## src/rtl/mem_arb_pkg.sv

```systemverilog
// Shared types and constants for the memory arbiter: FSM state encoding,
// requester (owner) encoding and the wait-state counter width.
package mem_arb_pkg;

   typedef enum logic [1:0] {
      IDLE   = 2'b00,
      ACCESS = 2'b01,
      DONE   = 2'b10
   } state_t;

   typedef enum logic {
      OWN_IF = 1'b0,
      OWN_DM = 1'b1
   } owner_t;

   localparam int CNT_W = 4;

endpackage

```

## src/rtl/mem_arb_pick.sv

```systemverilog
// Combinational grant chooser for the memory arbiter.
// Optional build macro: MEM_ARB_RR_EN selects round-robin tie breaking
// (the requester not granted last wins); without it DM always beats IF.
module mem_arb_pick
   import mem_arb_pkg::*;
(
   input  logic   if_req,
   input  logic   dm_req,
   input  owner_t last_owner,
   output owner_t grant_owner
);

   // Choose who gets the RAM next; with no request the choice is unused,
   // so it simply keeps pointing at the previous owner.
   always_comb begin
      grant_owner = last_owner;
`ifdef MEM_ARB_RR_EN
      if (if_req && dm_req) begin
         grant_owner = (last_owner == OWN_IF) ? OWN_DM : OWN_IF;
      end else if (dm_req) begin
         grant_owner = OWN_DM;
      end else if (if_req) begin
         grant_owner = OWN_IF;
      end
`else
      if (dm_req) begin
         grant_owner = OWN_DM;
      end else if (if_req) begin
         grant_owner = OWN_IF;
      end
`endif
   end

endmodule

```

## src/rtl/mem_arbiter.sv

```systemverilog
// Arbiter sharing one single-port RAM between instruction fetch (IF) and
// data load/store (DM). Each access holds ram_enabler for RAM_LAT cycles and
// ends with a one-cycle ready pulse to the owner. All outputs are registered.
// Optional build macro: MEM_ARB_RR_EN enables round-robin tie breaking.
module mem_arbiter
   import mem_arb_pkg::*;
#(
   parameter int AW      = 32,
   parameter int DW      = 32,
   parameter int RAM_LAT = 1
)(
   input  logic          clk,
   input  logic          rst,
   input  logic          if_req,
   input  logic [AW-1:0] if_addr,
   output logic [DW-1:0] if_rdata,
   output logic          if_ready,
   input  logic          dm_req,
   input  logic          dm_we,
   input  logic [AW-1:0] dm_addr,
   input  logic [DW-1:0] dm_wdata,
   output logic [DW-1:0] dm_rdata,
   output logic          dm_ready,
   output logic          ram_enabler,
   output logic          ram_we,
   output logic [AW-1:0] ram_addr,
   output logic [DW-1:0] ram_wdata,
   input  logic [DW-1:0] ram_rdata
);

   localparam logic [CNT_W-1:0] LAST_CNT = CNT_W'(RAM_LAT - 1);

   state_t            r_state;
   state_t            w_nextState;
   logic              w_startAccess;
   logic              w_lastBeat;
   logic [CNT_W-1:0]  r_count;
   owner_t            r_owner;
   owner_t            w_grantOwner;
   owner_t            w_lastOwner;
   logic              r_ramEn;
   logic              r_ramWe;
   logic [AW-1:0]     r_ramAddr;
   logic [DW-1:0]     r_ramWdata;
   logic [DW-1:0]     r_ifRdata;
   logic [DW-1:0]     r_dmRdata;
   logic              r_ifReady;
   logic              r_dmReady;

`ifdef MEM_ARB_RR_EN
   owner_t            r_lastOwner;

   // Remember who was granted most recently so the next tie goes the other way;
   // starting at DM lets IF win the very first tie.
   always_ff @(posedge clk or negedge rst) begin
      if (!rst) begin
         r_lastOwner <= OWN_DM;
      end else if (w_startAccess) begin
         r_lastOwner <= w_grantOwner;
      end
   end

   assign w_lastOwner = r_lastOwner;
`else
   assign w_lastOwner = OWN_DM;
`endif

   mem_arb_pick u_pick (
      .if_req      (if_req),
      .dm_req      (dm_req),
      .last_owner  (w_lastOwner),
      .grant_owner (w_grantOwner)
   );

   // State register; reset aborts any access in flight straight back to IDLE.
   always_ff @(posedge clk or negedge rst) begin
      if (!rst) begin
         r_state <= IDLE;
      end else begin
         r_state <= w_nextState;
      end
   end

   // Next-state logic: start on any sampled request, finish after the last
   // wait-state beat, and spend exactly one cycle in DONE for the ready pulse.
   always_comb begin
      w_nextState   = r_state;
      w_startAccess = 1'b0;
      w_lastBeat    = 1'b0;
      case (r_state)
         IDLE: begin
            if (if_req || dm_req) begin
               w_nextState   = ACCESS;
               w_startAccess = 1'b1;
            end
         end
         ACCESS: begin
            if (r_count == LAST_CNT) begin
               w_nextState = DONE;
               w_lastBeat  = 1'b1;
            end
         end
         DONE: begin
            w_nextState = IDLE;
         end
         default: begin
            w_nextState = IDLE;
         end
      endcase
   end

   // Datapath: latch the granted request at start, drive the RAM strobes for
   // the access, then capture read data and raise the owner's ready pulse.
   // Stores leave dm_rdata untouched; the strobes return to 0 once done.
   always_ff @(posedge clk or negedge rst) begin
      if (!rst) begin
         r_count    <= '0;
         r_owner    <= OWN_IF;
         r_ramEn    <= 1'b0;
         r_ramWe    <= 1'b0;
         r_ramAddr  <= '0;
         r_ramWdata <= '0;
         r_ifRdata  <= '0;
         r_dmRdata  <= '0;
         r_ifReady  <= 1'b0;
         r_dmReady  <= 1'b0;
      end else begin
         r_ifReady <= 1'b0;
         r_dmReady <= 1'b0;
         if (w_startAccess) begin
            r_owner <= w_grantOwner;
            r_count <= '0;
            r_ramEn <= 1'b1;
            if (w_grantOwner == OWN_DM) begin
               r_ramWe    <= dm_we;
               r_ramAddr  <= dm_addr;
               r_ramWdata <= dm_wdata;
            end else begin
               r_ramWe    <= 1'b0;
               r_ramAddr  <= if_addr;
               r_ramWdata <= '0;
            end
         end else if (w_lastBeat) begin
            r_ramEn    <= 1'b0;
            r_ramWe    <= 1'b0;
            r_ramAddr  <= '0;
            r_ramWdata <= '0;
            if (r_owner == OWN_IF) begin
               r_ifRdata <= ram_rdata;
               r_ifReady <= 1'b1;
            end else begin
               if (!r_ramWe) begin
                  r_dmRdata <= ram_rdata;
               end
               r_dmReady <= 1'b1;
            end
         end else if (r_state == ACCESS) begin
            r_count <= r_count + CNT_W'(1);
         end
      end
   end

   assign ram_enabler = r_ramEn;
   assign ram_we      = r_ramWe;
   assign ram_addr    = r_ramAddr;
   assign ram_wdata   = r_ramWdata;
   assign if_rdata    = r_ifRdata;
   assign if_ready    = r_ifReady;
   assign dm_rdata    = r_dmRdata;
   assign dm_ready    = r_dmReady;

endmodule

```

## config.mk

```make
export PLATFORM = sky130hd
export DESIGN_NAME = mem_arbiter
export DESIGN_NICKNAME = d
export VERILOG_FILES = /design/src/rtl/mem_arb_pkg.sv /design/src/rtl/mem_arb_pick.sv /design/src/rtl/mem_arbiter.sv
export SDC_FILE = /design/constraint.sdc
export NUM_CORES = 1
export LEC_CHECK = 0
export BUFFER_PORTS_ARGS = -buffer_cell sky130_fd_sc_hd__buf_4
export CAP_MARGIN = 0
export CORE_UTILIZATION = 27
export DETAILED_ROUTE_END_ITERATION = 10
export SETUP_SLACK_MARGIN = 0.5
export SLEW_MARGIN = 10
export SYNTH_ARGS = -nofsm -noshare
export SYNTH_HDL_FRONTEND = slang
export SYNTH_SLANG_ARGS = --single-unit
```

## constraint.sdc

```tcl
create_clock -name clk -period 2.4 [get_ports clk]
set_input_delay 0.24 -clock clk [delete_from_list [all_inputs] [get_ports clk]]
set_output_delay 0.24 -clock clk [all_outputs]
set_load 0.02 [all_outputs]
```

**Word level (Yosys, flattened, before mapping)**

Index checks and enable logic that the tools add are counted.

- Flip-flop bits (word level): 139
- Word-level logic and storage cells: 55
- Output and inout bits: 132
- Input bits: 133

- Equal/unequal tests: 4
- Bitwise operators: 3
- Add/subtract/negate cells: 1
- Reduce and logical (&&, ||, !) cells: 9
- Mux-type cells: 27

Operator list:

| operator | count |
|---|---|
| 32-bit 2-to-1 mux | 5 |
| 1-bit 2-to-1 mux | 16 |
| 4-bit 2-to-1 mux | 3 |
| 2-bit inequality test (second input constant) | 3 |
| 4-bit by 1-bit adder with 4-bit output (second input constant) | 1 |
| 4-bit logical NOT | 1 |
| 2-bit 2-to-1 mux | 2 |
| 2-bit one-hot mux with 2 select lines | 1 |
| 2-bit AND reduction | 2 |
| 4-bit AND reduction | 1 |
| 2-bit nonzero test | 2 |
| 1-bit NOT | 3 |
| 3-bit AND reduction | 1 |
| 2-bit by 1-bit equality test with 1-bit output (second input constant) | 1 |
| 2-bit logical NOT | 1 |
| 1-bit logical OR | 1 |

**Depth between registers and ports, before layout**

Gate-level depths: netlist (run 1).

- Depth after elaboration: 5
- Depth in mapped cells: 6
- Gate-level depth less buffers: 5

**Hierarchy**

From an unflattened synthesis (run 1), not the netlist that was laid out.

- Cells, all modules: 478
- Area total of the unflattened synthesis: 5,836.8 µm²

By module, submodules not included:

| module | instances | area each (µm²) | seq. area each (µm²) | cells an instance |
|---|---|---|---|---|
| mem_arbiter | 1 | 5,825.6 | 3,478.3 | 476 |
| mem_arb_pick | 1 | 11.3 | 0.0 | 2 |

**Worst setup path after synthesis (run 1)**

Ideal clock, no wire load.

- Path kind: register -> register
- From: register r_count[0]
- To: register r_ifRdata[10], in the netlist if_rdata[10]
- Buffers on the path: 1
- Stages on the path, launching flop included: 7
- Clock period less this slack: 1.880 ns
- Data arrival time: 1.755 ns
- Required time: 2.275 ns
- Setup time: 0.125 ns
- Slack: 0.520 ns
- Cells stage by stage: dfrtp_1 -> inv_1 -> ha_1 -> or3b_4 -> nor3_4 -> buf_6 -> mux2_2

- Word-level cells in the longest chain between the ends: 4

RTL lines:

| what | line | RTL |
|---|---|---|
| start, declared | mem_arbiter.sv:37 | `logic [CNT_W-1:0] r_count;` |
| start signal, assigned | mem_arbiter.sv:158 | `r_count <= r_count + CNT_W'(1);` |
| 4-bit logical NOT | mem_arbiter.sv:98 | `if (r_count == LAST_CNT) begin` |
| 1-bit 2-to-1 mux | mem_arbiter.sv:98 |  |
| 1-bit 2-to-1 mux | mem_arbiter.sv:90 | `case (r_state)` |
| 3-bit AND reduction (no source line) | - |  |
| end signal, assigned | mem_arbiter.sv:149 | `r_ifRdata <= ram_rdata;` |
| end, declared | mem_arbiter.sv:45 | `logic [DW-1:0] r_ifRdata;` |

Every way passes these cells.
A chain may end at the register's enable or synchronous reset.

**Worst setup path after layout (run 1)**

- From: register r_count[0]
- To: register r_ifRdata[16], in the netlist if_rdata[16]

Same word-level chain as after synthesis.

==> results by stage, run 1 <==
Final layout:
- The post-layout net count is 839.
- The proportion of layout cells with a drive suffix above 1 is 58.3%.
- The layout-stage area growth over the synthesis result is 55.0%.
- In the layout the commonest cells are 274 x sky130_fd_sc_hd__buf_4, 139 x sky130_fd_sc_hd__dfrtp_1, 65 x sky130_fd_sc_hd__o21ai_0.
- The total inserted antenna cells is 0.
- The library cell used most frequently in the layout, excluding fill and tap cells, is sky130_fd_sc_hd__buf_4.

Clocking:
- The number of clock buffers inserted by TritonCTS is 17.
- The tree is rooted in a sky130_fd_sc_hd__clkbuf_16.
- Clock-pin slew was measured on the worst setup and hold paths at 60 ps.
- The clock tree from TritonCTS is built.
- The insertion delay to the later sink of the worst-skew pair is 420 ps.
- The H-tree was split into 4 levels.
- The clock passes through at most 2 buffers.
- The total clock sinks is 139.

Floorplan:
- The core region is 0.0206 mm2.
- The vertical die dimension is 148 um.
- The die covers 0.0219 mm2.
- The initial standard-cell utilization of the core is 27.9%.
- The number of rows in the core area is 52.
- From left edge to right edge, the die measures 148 um.
- For this design the top-level I/O count stands at 265.

Drt:
- The pre-antenna-repair detailed-routing pass consisted of 4 iterations.
- The count of nets left with antenna violations after detail routing is 0.
- The residual DRC count is 0.
- The via density per instance is 4.72.
- The via total after detailed routing is 4,656.
- The wire length per cell is 17.0 um.
- After detailed routing, the total wire length is 16,700 um.
- The initial detailed-routing violation count is 132.

Global route:
- The number of antenna violations at the first check in global routing is 0.
- The number of global-route vias before repair is 4,821.
- Summed over all layers, the global routing overflow is 0.
- The maximum number of pins on one net before global-route repair is 72.
- The wire length of the first global-routing pass is 26,000 um.
- Global routing consumed, over all layers together, 15.3% of the routing resources.

STA:
- The final-report max-slew violation count is 0.
- For the pin with the worst max-slew slack, the measured transition is 608 ps.
- Timing would allow up to 0.515 GHz.
- Setup violations remaining at the end of the flow were counted as 0.
- The share of the clock period used by the worst path after layout is 80.9%.
- The relative slew slack is 59.4%.
- The number of failing hold endpoints at the final stage is 0.
- Setup repair after global routing could not meet its margin everywhere.
- After layout, the minimum clock period comes to 1940 ps.
- Setup total negative slack on the finished layout was measured at 0 ps.
- The clock tree skew after final layout is 16.3 ps.

Synthesis:
- The share of synthesized registers carrying an async set or reset is 100%.
- Yosys printed 0 warnings.
- The synthesized area is 0.00574 mm2.
- The synthesized area per cell is 13.1 um2.
- The number of nets in the synthesized netlist is 572.
- The post-synthesis sequential element count is 139.
- Counting flops with a built-in enable in the synthesized netlist gives 0.
- The sequential-to-total area share from yosys stat is 60.6%.
- The flip-flop cell with the highest count after synthesis is sky130_fd_sc_hd__dfrtp_1.
- The number of different library cells used by synthesis comes to 33.
- Synthesis produced 437 cells.

Power and ir drop:
- Dividing total power by cell area gives a power density of 1530 mW/mm2.
- The total design power is 0.0137 W.
- VDD sags by at most 0.505 mV.
- The static power due to leakage is 4.21 nW.

Min path:
- In this run the worst hold path is classified as in2reg.
- The hold-critical path depth is 2.

Critical path:
- The data arrival at the endpoint of the critical path is 2240 ps.
- The critical path data required time is 2700 ps.
- The worst setup path is launched from a flop.
- The biggest fanout along the worst timing path is 8.
- The number of cells on the worst reg-to-reg path is 7.
- The worst setup path is of the reg2reg kind.
- The endpoint type of the worst setup path is a flop.

Run:
- The number of max-capacitance violations reported is 0.

Place:
- The port buffer count is 264.
- The placed wire-length estimate after detailed placement is 11,100 um.
- Routability-driven placement finished with a final weighted congestion of 0.717.

Status:
- The run finished with clean final reports.
==> layer usage <==
metal	share of wire, %	up-vias	global-route usage, %
met5	0	-	0
met3	6.8	14	4.23
met4	1.1	0	4.74
met1	43	2294	19.1
li1	-	2162	-
met2	49	186	25.5
==> synth_stat cells, drive strengths merged, types with 2 or more instances <==
cell | instances | area (um2)
inv | 4 | 15.0
ha | 2 | 25.0
clkbuf | 16 | 60.1
or2 | 2 | 12.5
a22o | 33 | 289
nand2b | 2 | 12.5
buf | 20 | 138
or3b | 32 | 283
dfrtp | 139 | 3480
nand2 | 2 | 7.51
nor3 | 2 | 21.3
o21ai | 68 | 340
nor2b | 2 | 12.5
nor2 | 3 | 11.3
o22ai | 33 | 206
mux2 | 64 | 721
==> through the flow <==
step	hold slack, ps	utilization, %	setup slack (ps)	cell area [um2]	cells
global route	23.2	43.3	355	8910	987
floorplan	-55.6	-	520	5740	437
detailed placement	184	39.1	431	8030	948
global placement	183	39.1	482	8030	948
finish	41.3	43.3	458	8910	987
CTS	20.3	42.7	453	8770	985
==> where the power goes <==
part | internal, W | total [W] | switching [W]
logic | 0.00316 | 0.00655 | 0.00339
registers | 0.00351 | 0.00415 | 0.000638
clock network | 0.00191 | 0.00295 | 0.00104
total | 0.00858 | 0.0137 | 0.00507
==> worst paths after layout <==
path                                            from                   endpoint  slack, ps
hold reg to reg            ram_wdata[23]$_DFFE_PN0P_  ram_wdata[23]$_DFFE_PN0P_        500
setup / recovery              r_count[0]$_DFFE_PN0P_   if_rdata[16]$_DFFE_PN0P_        460
setup reg to reg              r_count[0]$_DFFE_PN0P_   if_rdata[16]$_DFFE_PN0P_        460
min in group asynchronous                        rst   dm_rdata[12]$_DFFE_PN0P_        310
hold / removal                           dm_wdata[0]   ram_wdata[0]$_DFFE_PN0P_         40
max in group asynchronous                        rst  ram_wdata[13]$_DFFE_PN0P_       1350
==> kinds of logic after synthesis <==
family	share of synthesized area [%]
AO/OA/AOI/OAI	15.4
buffers and inverters	3.70
adder cells (fa/ha/maj)	0.436
AND/OR/NAND/NOR	7.19
multiplexers	12.7
flip-flops	60.6
==> timing repair <==
action / 4_1_cts / 5_1_grt
hold buffers: 1 / 0
endpoints found under the hold margin: 39 / 0
setup endpoints to repair: 32 / 34
gates cloned: 1 / 2
buffers inserted: 3 / 0
gates resized for setup: 1 / 22
==> critical path, cell delays in order, from the launching register on <==
cell and delay [ps]:
sky130_fd_sc_hd__dfrtp_1 370, sky130_fd_sc_hd__inv_1 60, sky130_fd_sc_hd__ha_2 170, sky130_fd_sc_hd__or3b_4 410, sky130_fd_sc_hd__nor3_4 160, sky130_fd_sc_hd__buf_12 160, sky130_fd_sc_hd__clkbuf_16 170, sky130_fd_sc_hd__mux2_2 330
==> area by class of cell <==
cell class	instances	area, um2
fill	1977	11700
clock inverter	12	210
tap	270	338
timing repair buffer	284	2260
multi-input combinational	258	2140
inverter	4	15.0
clock buffer	20	457
sequential	139	3480
==> registers in the layout, summed over array words and instances (netlist names), 2 cells and up <==
register and flops:
dm_rdata 32, if_rdata 32, ram_addr 32, ram_wdata 32, r_count 4, r_state 2
No activity file was read; power rests on OpenSTA's default activity.
==> run 2, diff against run 1 <==
- ABC_AREA: unset -> 1
- clock period: 2.4 -> 1.9 ns (I/O delays scaled with it)
==> run 2 against run 1 <==
Net effect:
- cell area increased by 10%
- routed wire length increased by 24%
- sequential share of layout area decreased by 3.6 points
- power rose by 31%
- clock-buffer cell count shrank 3
- synthesized area up 4.4%
- worst hold slack got worse by 30 ps
- register-to-register slack got worse by 40 ps
- clock skew fell by 1.9 ps
- synthesized cell count up 57%
- global-route usage up 2.0 points
==> results by stage, run 2 <==
Global route:
- The number of global-route vias before repair was 5,732 (+19%).
- The wire length of the first global-routing pass is 30,200 um (+16%).
- The maximum number of pins on one net before global-route repair is 51 (-29%).
- The total congestion overflow after global routing is 0 (unchanged).
- The overall routing resource usage is 17.3% (+2.0 points).
- The number of antenna violations at the first check in global routing is 0 (unchanged).

STA:
- The measured slew at the worst slew-check pin was 547 ps (-61.5 ps).
- Setup repair after global routing could not meet its margin everywhere.
- The count of final setup violators was 0 (unchanged).
- The number of failing hold endpoints at the final stage is 0 (unchanged).
- The clock tree skew after final layout is 14.4 ps (-1.89 ps).
- The relative slew slack was 63.5% (+4.1 points).
- The clock period minus final worst setup slack is 1480 ps (-458 ps).
- The share of the clock period used by the worst path after layout came to 78.1% (-2.8 points).
- The tightest hold margin is 11.8 ps (-29.5 ps).
- The final-report max-slew violation count is 0 (unchanged).
- The total negative slack came to 0 ps (unchanged).
- The maximum achievable frequency is 0.674 GHz (+31%).

Synthesis:
- The largest family of logic cells by synthesized area is simple AND/OR/NAND/NOR gates.
- The count of flip-flops with a built-in enable after synthesis is 0 (unchanged).
- Ranked by total cell area, the synthesized netlist is headed by sky130_fd_sc_hd__dfrtp_1 58%, sky130_fd_sc_hd__nand2_1 13%, sky130_fd_sc_hd__nand3_1 5.8%.
- The number of standard cells after synthesis is 684 (+57%).
- The library cell with the largest summed area after synthesis is sky130_fd_sc_hd__dfrtp_1.
- The area share of fa/ha/maj cells after synthesis came to 0.417% (-0.018 points).
- The post-synthesis sequential element count came to 139 (unchanged).
- The synthesized area per cell was 8.76 um2 (-33%).
- The net count of the mapped netlist was 819 (+43%).
- The xor-xnor portion of the synthesized cell area is 0% (unchanged).
- The share of synthesized registers carrying an async set or reset is 100% (unchanged).
- The portion of synthesized cell area occupied by the leading cell type is 58.0% (-2.5 points).
- The flip-flop cell with the highest count after synthesis is sky130_fd_sc_hd__dfrtp_1.
- The area fraction in compound gates after synthesis is 7.24% (-8.2 points).
- The multiplexer share of the synthesized area was 0% (-13 points).
- The sequential-to-total area share from yosys stat came to 58.0% (-2.5 points).
- The count of warnings emitted by yosys is 0 (unchanged).
- In the post-synthesis netlist, the cell with the most instances is sky130_fd_sc_hd__nand2_1.
- The synthesized area is 0.00599 mm2 (+4.4%).
- In the synthesized netlist, the cells that appear most often are 206 x sky130_fd_sc_hd__nand2_1, 139 x sky130_fd_sc_hd__dfrtp_1, 69 x sky130_fd_sc_hd__nand3_1, 67 x sky130_fd_sc_hd__nor2_1, 40 x sky130_fd_sc_hd__inv_1.
- The number of distinct library cell variants in the gate-level netlist after synthesis is 22 (-33%).
- The simple-gate share of the synthesized area is 27.5% (+20 points).

Clocking:
- The total clock sinks is 139 (unchanged).
- The clock root buffer is sky130_fd_sc_hd__clkbuf_16.
- The number of clock buffers inserted by TritonCTS is 17 (unchanged).
- TritonCTS built the clock tree.
- The maximum number of buffers from clock root to sink came to 2 (unchanged).
- The count of H-tree levels built during CTS is 4 (unchanged).
- The insertion delay to the later sink of the worst-skew pair is 420 ps (about the same).
- The clock-pin slew reported for the worst setup and hold paths after clock tree synthesis is 60 ps (about the same).

Critical path:
- The critical path data required time is 2200 ps (-500 ps).
- The worst flop-to-flop path endpoint is dm_rdata[16]$_DFFE_PN0P_.
- The critical path ends at dm_rdata[16]$_DFFE_PN0P_.
- The longest individual stage delay on the worst path was 390 ps (-20 ps).
- The source of the worst register-to-register timing path is r_count[0]$_DFFE_PN0P_.
- The slowest cell on the critical path is sky130_fd_sc_hd__dfrtp_1.
- The number of cells on the worst reg-to-reg path is 9 (+2).
- The worst setup path is of the reg2reg kind.
- The cell repeated most along the worst path is sky130_fd_sc_hd__nand2_1.
- The data arrival at the endpoint of the critical path was 1780 ps (-460 ps).
- The type of origin of the critical path is a flop.
- The flop-to-flop setup slack is 420 ps (-40 ps).
- The biggest fanout along the worst timing path was 8 (unchanged).
- The critical path starts at r_count[0]$_DFFE_PN0P_.
- The worst setup path is captured at a flop.
- Walking the worst path, the cells encountered are inv_2, ha_4, nand2_2, nor2_4, nand4_1, buf_6, clkbuf_16, nand2_1, nand2_1.

Drt:
- The total detailed-routing wirelength is 20,700 um (+24%).
- The via density per instance is 4.50 (-4.6%).
- The number of iterations in the first detailed-routing pass is 4 (unchanged).
- The initial detailed-routing violation count is 198 (+50%).
- The residual DRC count is 0 (unchanged).
- The via total after detailed routing was 5,818 (+25%).
- The count of nets left with antenna violations after detail routing is 0 (unchanged).
- The wire length per cell is 16.0 um (-5.5%).

Final layout:
- The post-layout net count is 1,138 (+36%).
- The commonest non-fill, non-tap cell in the layout is sky130_fd_sc_hd__buf_4.
- In the layout the commonest cells are 276 x sky130_fd_sc_hd__buf_4, 198 x sky130_fd_sc_hd__nand2_1, 136 x sky130_fd_sc_hd__dfrtp_1.
- The final core utilization is 45.0% (+1.7 points).
- Compared with the post-synthesis result, the final layout area differs by 63.8%.
- The proportion of layout cells with a drive suffix above 1 was 37.6% (-21 points).
- The total inserted antenna cells is 0 (unchanged).

Floorplan:
- The number of rows in the core area is 54 (+3.8%).
- The placeable core area is 0.0218 mm2 (+6.1%).
- The width of the die came to 151 um (+2.1%).
- The overall die area came to 0.0228 mm2 (+4.3%).
- The vertical die dimension was 151 um (+2.1%).
- The initial standard-cell utilization of the core came to 27.5% (-0.47 points).
- The I/O pin count is 265 (unchanged).

Power and ir drop:
- The power density normalized to cell area was 1830 mW/mm2 (+19%).
- The largest vdd supply drop is 0.663 mV (+31%).
- The total design power was 0.0179 W (+31%).
- The static power due to leakage was 5.25 nW (+25%).

Min path:
- The worst hold path startpoint is if_addr[31].
- The class of the tightest hold or removal check is in2reg.

Place:
- The port buffer count was 264 (unchanged).
- The placed wire-length estimate after detailed placement was 12,400 um (+12%).
- The global placement routability congestion was 0.768 (+7.1%).

Run:
- The number of max-capacitance violations reported is 0 (unchanged).

Status:
- The flow ran to the end, and the final reports show no timing, DRC or antenna violations.
run 2: cell count changes after synthesis, sizes merged, moves of 35 or more:
| cell | previous run | this run |
|---|---|---|
| nor2 | 3 | 69 |
| nand4 | 1 | 36 |
| mux2 | 64 | 0 |
| nand2 | 2 | 209 |
| inv | 4 | 42 |
| nand3 | 1 | 69 |
run 2: final cells by class:
class	instances	area, um2
Timing Repair Buffer	346	3040
Multi-Input combinational cell	457	2190
Tap cell	280	350
Clock inverter	12	176
Clock buffer	17	425
Fill cell	2097	12000
Inverter	42	158
Sequential cell	139	3480
run 2: kinds of logic (layout without fill, tap and decap cells):
| kind of cell | after synthesis | after routing |
|---|---|---|
| DFF | 139 | 139 |
| buffers and inverters | 89 | 417 |
| AOI/OAI and AO/OA | 69 | 70 |
| and+or+nand+nor | 385 | 385 |
| adders and majority gates | 2 | 2 |
run 2: worst min path at each step:
stage	cells after the start	to	slack [ps]
after CTS	3	ram_addr[24]$_DFFE_PN0P_	0.9
final	3	ram_addr[31]$_DFFE_PN0P_	10
after detailed placement	1	dm_rdata[17]$_DFFE_PN0P_	90
after global placement	1	dm_rdata[17]$_DFFE_PN0P_	90
after floorplan	0	dm_rdata[0]$_DFFE_PN0P_	-110
after global routing	3	ram_addr[26]$_DFFE_PN0P_	10
run 2: layer usage:
metal | track usage [%] | wire, um
met5 | 0 | 0
met4 | 6.20 | 310
met3 | 4.73 | 1560
met2 | 29.1 | 10200
met1 | 21.1 | 8650
run 2: power by group:
group	total, W	internal (W)	switching (W)
Clock	0.00346	0.00217	0.00129
Combinational	0.00922	0.00389	0.00533
Sequential	0.00525	0.00439	0.000859
Total	0.0179	0.0104	0.00748
run 2: metrics by stage:
step           std cells  area [um2]  worst slack, ps
6_report            1293        9820              416
5_1_grt             1293        9820              332
4_1_cts             1281        9540              447
3_5_place_dp        1197        8330              258
3_3_place_gp        1197        8330              290
2_1_floorplan        684        6010              499
run 2: timing repair:
item | CTS | global route
hold endpoints to repair | 140 | 0
setup endpoints to repair | 131 | 130
gates resized for setup | 12 | 18
buffers inserted | 8 | 2
gates cloned | 4 | 10
hold buffers | 43 | 0
pin swaps | 2 | 8
run 2: critical path: cells and delay by family, from the launching register on:
family / cells / cell delay (ps)
fa+ha+maj: 1 / 150
buf+inv: 3 / 430
flops: 1 / 390
simple gates: 5 / 410
==> run 3, diff against run 2 <==
- ABC_AREA: 1 -> 0
- clock period: 1.9 -> 1.6 ns (I/O delays scaled with it)
==> run 3 against run 2 <==
Net effect:
- the flow now finishes with violations (setup timing)
- worst hold slack improved by 68 ps
- critical path depth fell by 3
- combinational power rose by 34%
- highest routed layer unchanged
- clock-buffer cell count did not move
- sequential power rose by 25%
- register-to-register slack got worse by 690 ps
- routed wire length fell by 11%
- largest cell class is now buffers
==> results by stage, run 3 (synthesis results as in run 1) <==
Critical path:
- The number of cells on the worst reg-to-reg path came to 6 (-3).
- Among all stages on the critical path, the largest delay is contributed by sky130_fd_sc_hd__or3b_4.
- Traced cell by cell, the critical path runs through inv_1, ha_2, or3b_4, nor3_4, buf_12, mux2_2.
- The worst setup path is launched from a flop.
- The data arrival at the endpoint of the critical path is 2170 ps (+390 ps).
- The flop-to-flop setup slack came to -280 ps (-690 ps).
- The critical path data required time is 1890 ps (-310 ps).
- The biggest fanout along the worst timing path is 33 (+25).
- The longest individual stage delay on the worst path was 390 ps (about the same).
- STA classifies the critical path endpoint as a flop.
- The startpoint identified for the worst register-to-register timing path is r_count[0]$_DFFE_PN0P_.
- The path type of the worst setup path is reg2reg.
- Among cell families on the critical path, the largest total delay comes from simple AND/OR/NAND/NOR gates.
- The count of buffer and inverter cells on the critical path is 2 (-1).
- The worst flop-to-flop path endpoint is if_rdata[5]$_DFFE_PN0P_.

Power and ir drop:
- The largest vdd supply drop was 0.712 mV (+7.3%).
- The static power due to leakage was 4.85 nW (-7.6%).
- The power density normalized to cell area is 2170 mW/mm2 (+19%).

Min path:
- The startpoint identified for the worst hold timing path is if_addr[31].
- The worst hold path terminates at ram_addr[31]$_DFFE_PN0P_.
- The hold-critical path depth was 3 (unchanged).
- The worst hold path belongs to the class in2reg.

Clocking:
- The clock root buffer is sky130_fd_sc_hd__clkbuf_16.
- The maximum number of buffers from clock root to sink is 2 (unchanged).
- The number of clock buffers inserted by TritonCTS is 17 (unchanged).
- The clock tree from TritonCTS is built.
- The total clock sinks is 139 (unchanged).
- The insertion delay to the later sink of the worst-skew pair is 410 ps (about the same).
- The count of H-tree levels built during CTS is 4 (unchanged).
- The clock-pin slew reported for the worst setup and hold paths after clock tree synthesis came to 60 ps (about the same).

Floorplan:
- The placeable core area came to 0.0206 mm2 (-5.8%).
- The initial standard-cell utilization of the core was 27.9% (+0.47 points).
- The width of the die is 148 um (-2.1%).
- The I/O pin count is 265 (unchanged).
- The number of rows in the core area is 52 (-3.7%).
- The overall die area is 0.0219 mm2 (-4.1%).
- The vertical die dimension was 148 um (-2.1%).

STA:
- The clock period minus final worst setup slack came to 1880 ps (+393 ps).
- The count of final setup violators came to 71 (+71).
- The relative slew slack is 72.9% (+9.4 points).
- Setup repair after global routing could not meet its margin everywhere.
- The total negative slack came to -14,740 ps (-14,740 ps).
- The clock tree skew after final layout is 11.2 ps (-3.19 ps).
- The final critical-path setup slack came to -278 ps (-693 ps).
- The maximum achievable frequency is 0.533 GHz (-21%).
- The final-report max-slew violation count is 0 (unchanged).
- The share of the clock period used by the worst path after layout was 117% (+39 points).
- The measured slew at the worst slew-check pin came to 407 ps (-140 ps).
- The number of failing hold endpoints at the final stage is 0 (unchanged).
- The tightest hold margin came to 79.7 ps (+67.9 ps).

Global route:
- The number of global-route vias before repair is 5,354 (-6.6%).
- The number of antenna violations at the first check in global routing is 0 (unchanged).
- The total congestion overflow after global routing is 0 (unchanged).
- The wire length of the first global-routing pass is 28,600 um (-5.3%).
- The maximum number of pins on one net before global-route repair is 46 (-9.8%).
- The overall routing resource usage was 16.7% (-0.63 points).

Status:
- The final reports fail on setup timing.
- The flow ran to the end, but the final reports show violations.

Drt:
- The count of nets left with antenna violations after detail routing is 0 (unchanged).
- The number of iterations in the first detailed-routing pass is 4 (unchanged).
- The total detailed-routing wirelength was 18,400 um (-11%).
- The via density per instance was 4.74 (+5.3%).
- The initial detailed-routing violation count is 170 (-14%).
- The residual DRC count was 0 (unchanged).
- The via total after detailed routing came to 5,250 (-9.8%).
- The wire length per cell is 16.6 um (+3.8%).

Final layout:
- The final core utilization is 51.1% (+6.1 points).
- The filler cell count in the final layout was 1,814 (-13%).
- Relative to the synthesized area, the layout overhead comes to 83.0%.
- The post-layout net count was 960 (-16%).
- The total area of multi-input combinational cells was 0.00212 mm2 (-3.0%).
- The post-layout instance count excluding filler cells is 1,108 (-14%).
- The library cell used most frequently in the layout, excluding fill and tap cells, is sky130_fd_sc_hd__buf_4.
- The total inserted antenna cells came to 0 (unchanged).
- The sequential cell area is 0.00348 mm2 (about the same).
- The library cells used most frequently in the layout, excluding fill and tap cells, are 184 x sky130_fd_sc_hd__buf_4, 138 x sky130_fd_sc_hd__buf_6, 137 x sky130_fd_sc_hd__dfrtp_1.
- The proportion of layout cells with a drive suffix above 1 is 57.9% (+20 points).

Place:
- The total instance count after detailed placement is 959 (-20%).
- The port buffer count came to 264 (unchanged).
- The placed wire-length estimate after detailed placement is 11,100 um (-10%).
- The global placement routability congestion came to 0.745 (-3.0%).
- The post-placement setup slack is -276 ps (-534 ps).

Run:
- The number of max-capacitance violations reported came to 0 (unchanged).
## run 3: cell count changes in the layout (fill, tap and decap cells not counted), moves of 34 or more
cell                      before  now
sky130_fd_sc_hd__buf_4       276  184
sky130_fd_sc_hd__mux2_2        0   64
sky130_fd_sc_hd__nand4_1      36    1
sky130_fd_sc_hd__nand2_1     198    2
sky130_fd_sc_hd__inv_1        38    4
sky130_fd_sc_hd__nand3_1      69    1
sky130_fd_sc_hd__buf_6         6  138
sky130_fd_sc_hd__nor2_1       65    0
## run 3: metrics by stage
step	cell area (um2)	power, W
after global placement	8190	0.0157
after global routing	10500	0.0239
final	10500	0.0228
after floorplan	5780	0.0116
after CTS	10200	0.0220
after detailed placement	8190	0.0159
## run 3: power breakdown
group          internal (W)  leakage (nW)  switching (W)
clock network       0.00220         0.269        0.00166
logic               0.00684          2.88        0.00553
registers           0.00528          1.70        0.00127
## run 3: tightest hold or removal path: stages
cell	delay (ps)
sky130_fd_sc_hd__buf_4	80
sky130_fd_sc_hd__o22ai_1	70
sky130_fd_sc_hd__o22ai_1	140
## run 3: routing by layer
| layer | wire length, um | track usage, % |
|---|---|---|
| met5 | 0 | 0 |
| met4 | 388 | 5.10 |
| met3 | 980 | 4.69 |
| met2 | 9470 | 28.0 |
| met1 | 7590 | 20.7 |
## run 3: how the worst max path moves through the flow
stage / from / end / depth (start not counted)
after floorplan: r_count[0]$_DFFE_PN0P_ / if_rdata[10]$_DFFE_PN0P_ / 6
after global placement: r_count[0]$_DFFE_PN0P_ / if_rdata[7]$_DFFE_PN0P_ / 6
after detailed placement: r_count[0]$_DFFE_PN0P_ / if_rdata[11]$_DFFE_PN0P_ / 6
after CTS: r_count[0]$_DFFE_PN0P_ / if_rdata[11]$_DFFE_PN0P_ / 6
after global routing: r_count[0]$_DFFE_PN0P_ / if_rdata[4]$_DFFE_PN0P_ / 6
final: r_count[0]$_DFFE_PN0P_ / if_rdata[5]$_DFFE_PN0P_ / 6
## run 3: repair_timing
| action | CTS | global route |
|---|---|---|
| resized for setup | 130 | 27 |
| hold buffers | 66 | 0 |
| gates cloned | 4 | 2 |
| setup buffers | 22 | 23 |
| pin swaps | 1 | 4 |
| endpoints found under the hold margin | 135 | 0 |
| setup endpoints to repair | 271 | 271 |
## run 3: area by class of cell
class	count	share of cell area [%]
sequential	139	33.1
inverter	4	0.143
multi-input combinational	258	20.2
clock inverter	15	1.46
tap	270	3.21
timing repair buffer	405	37.8
clock buffer	17	4.05
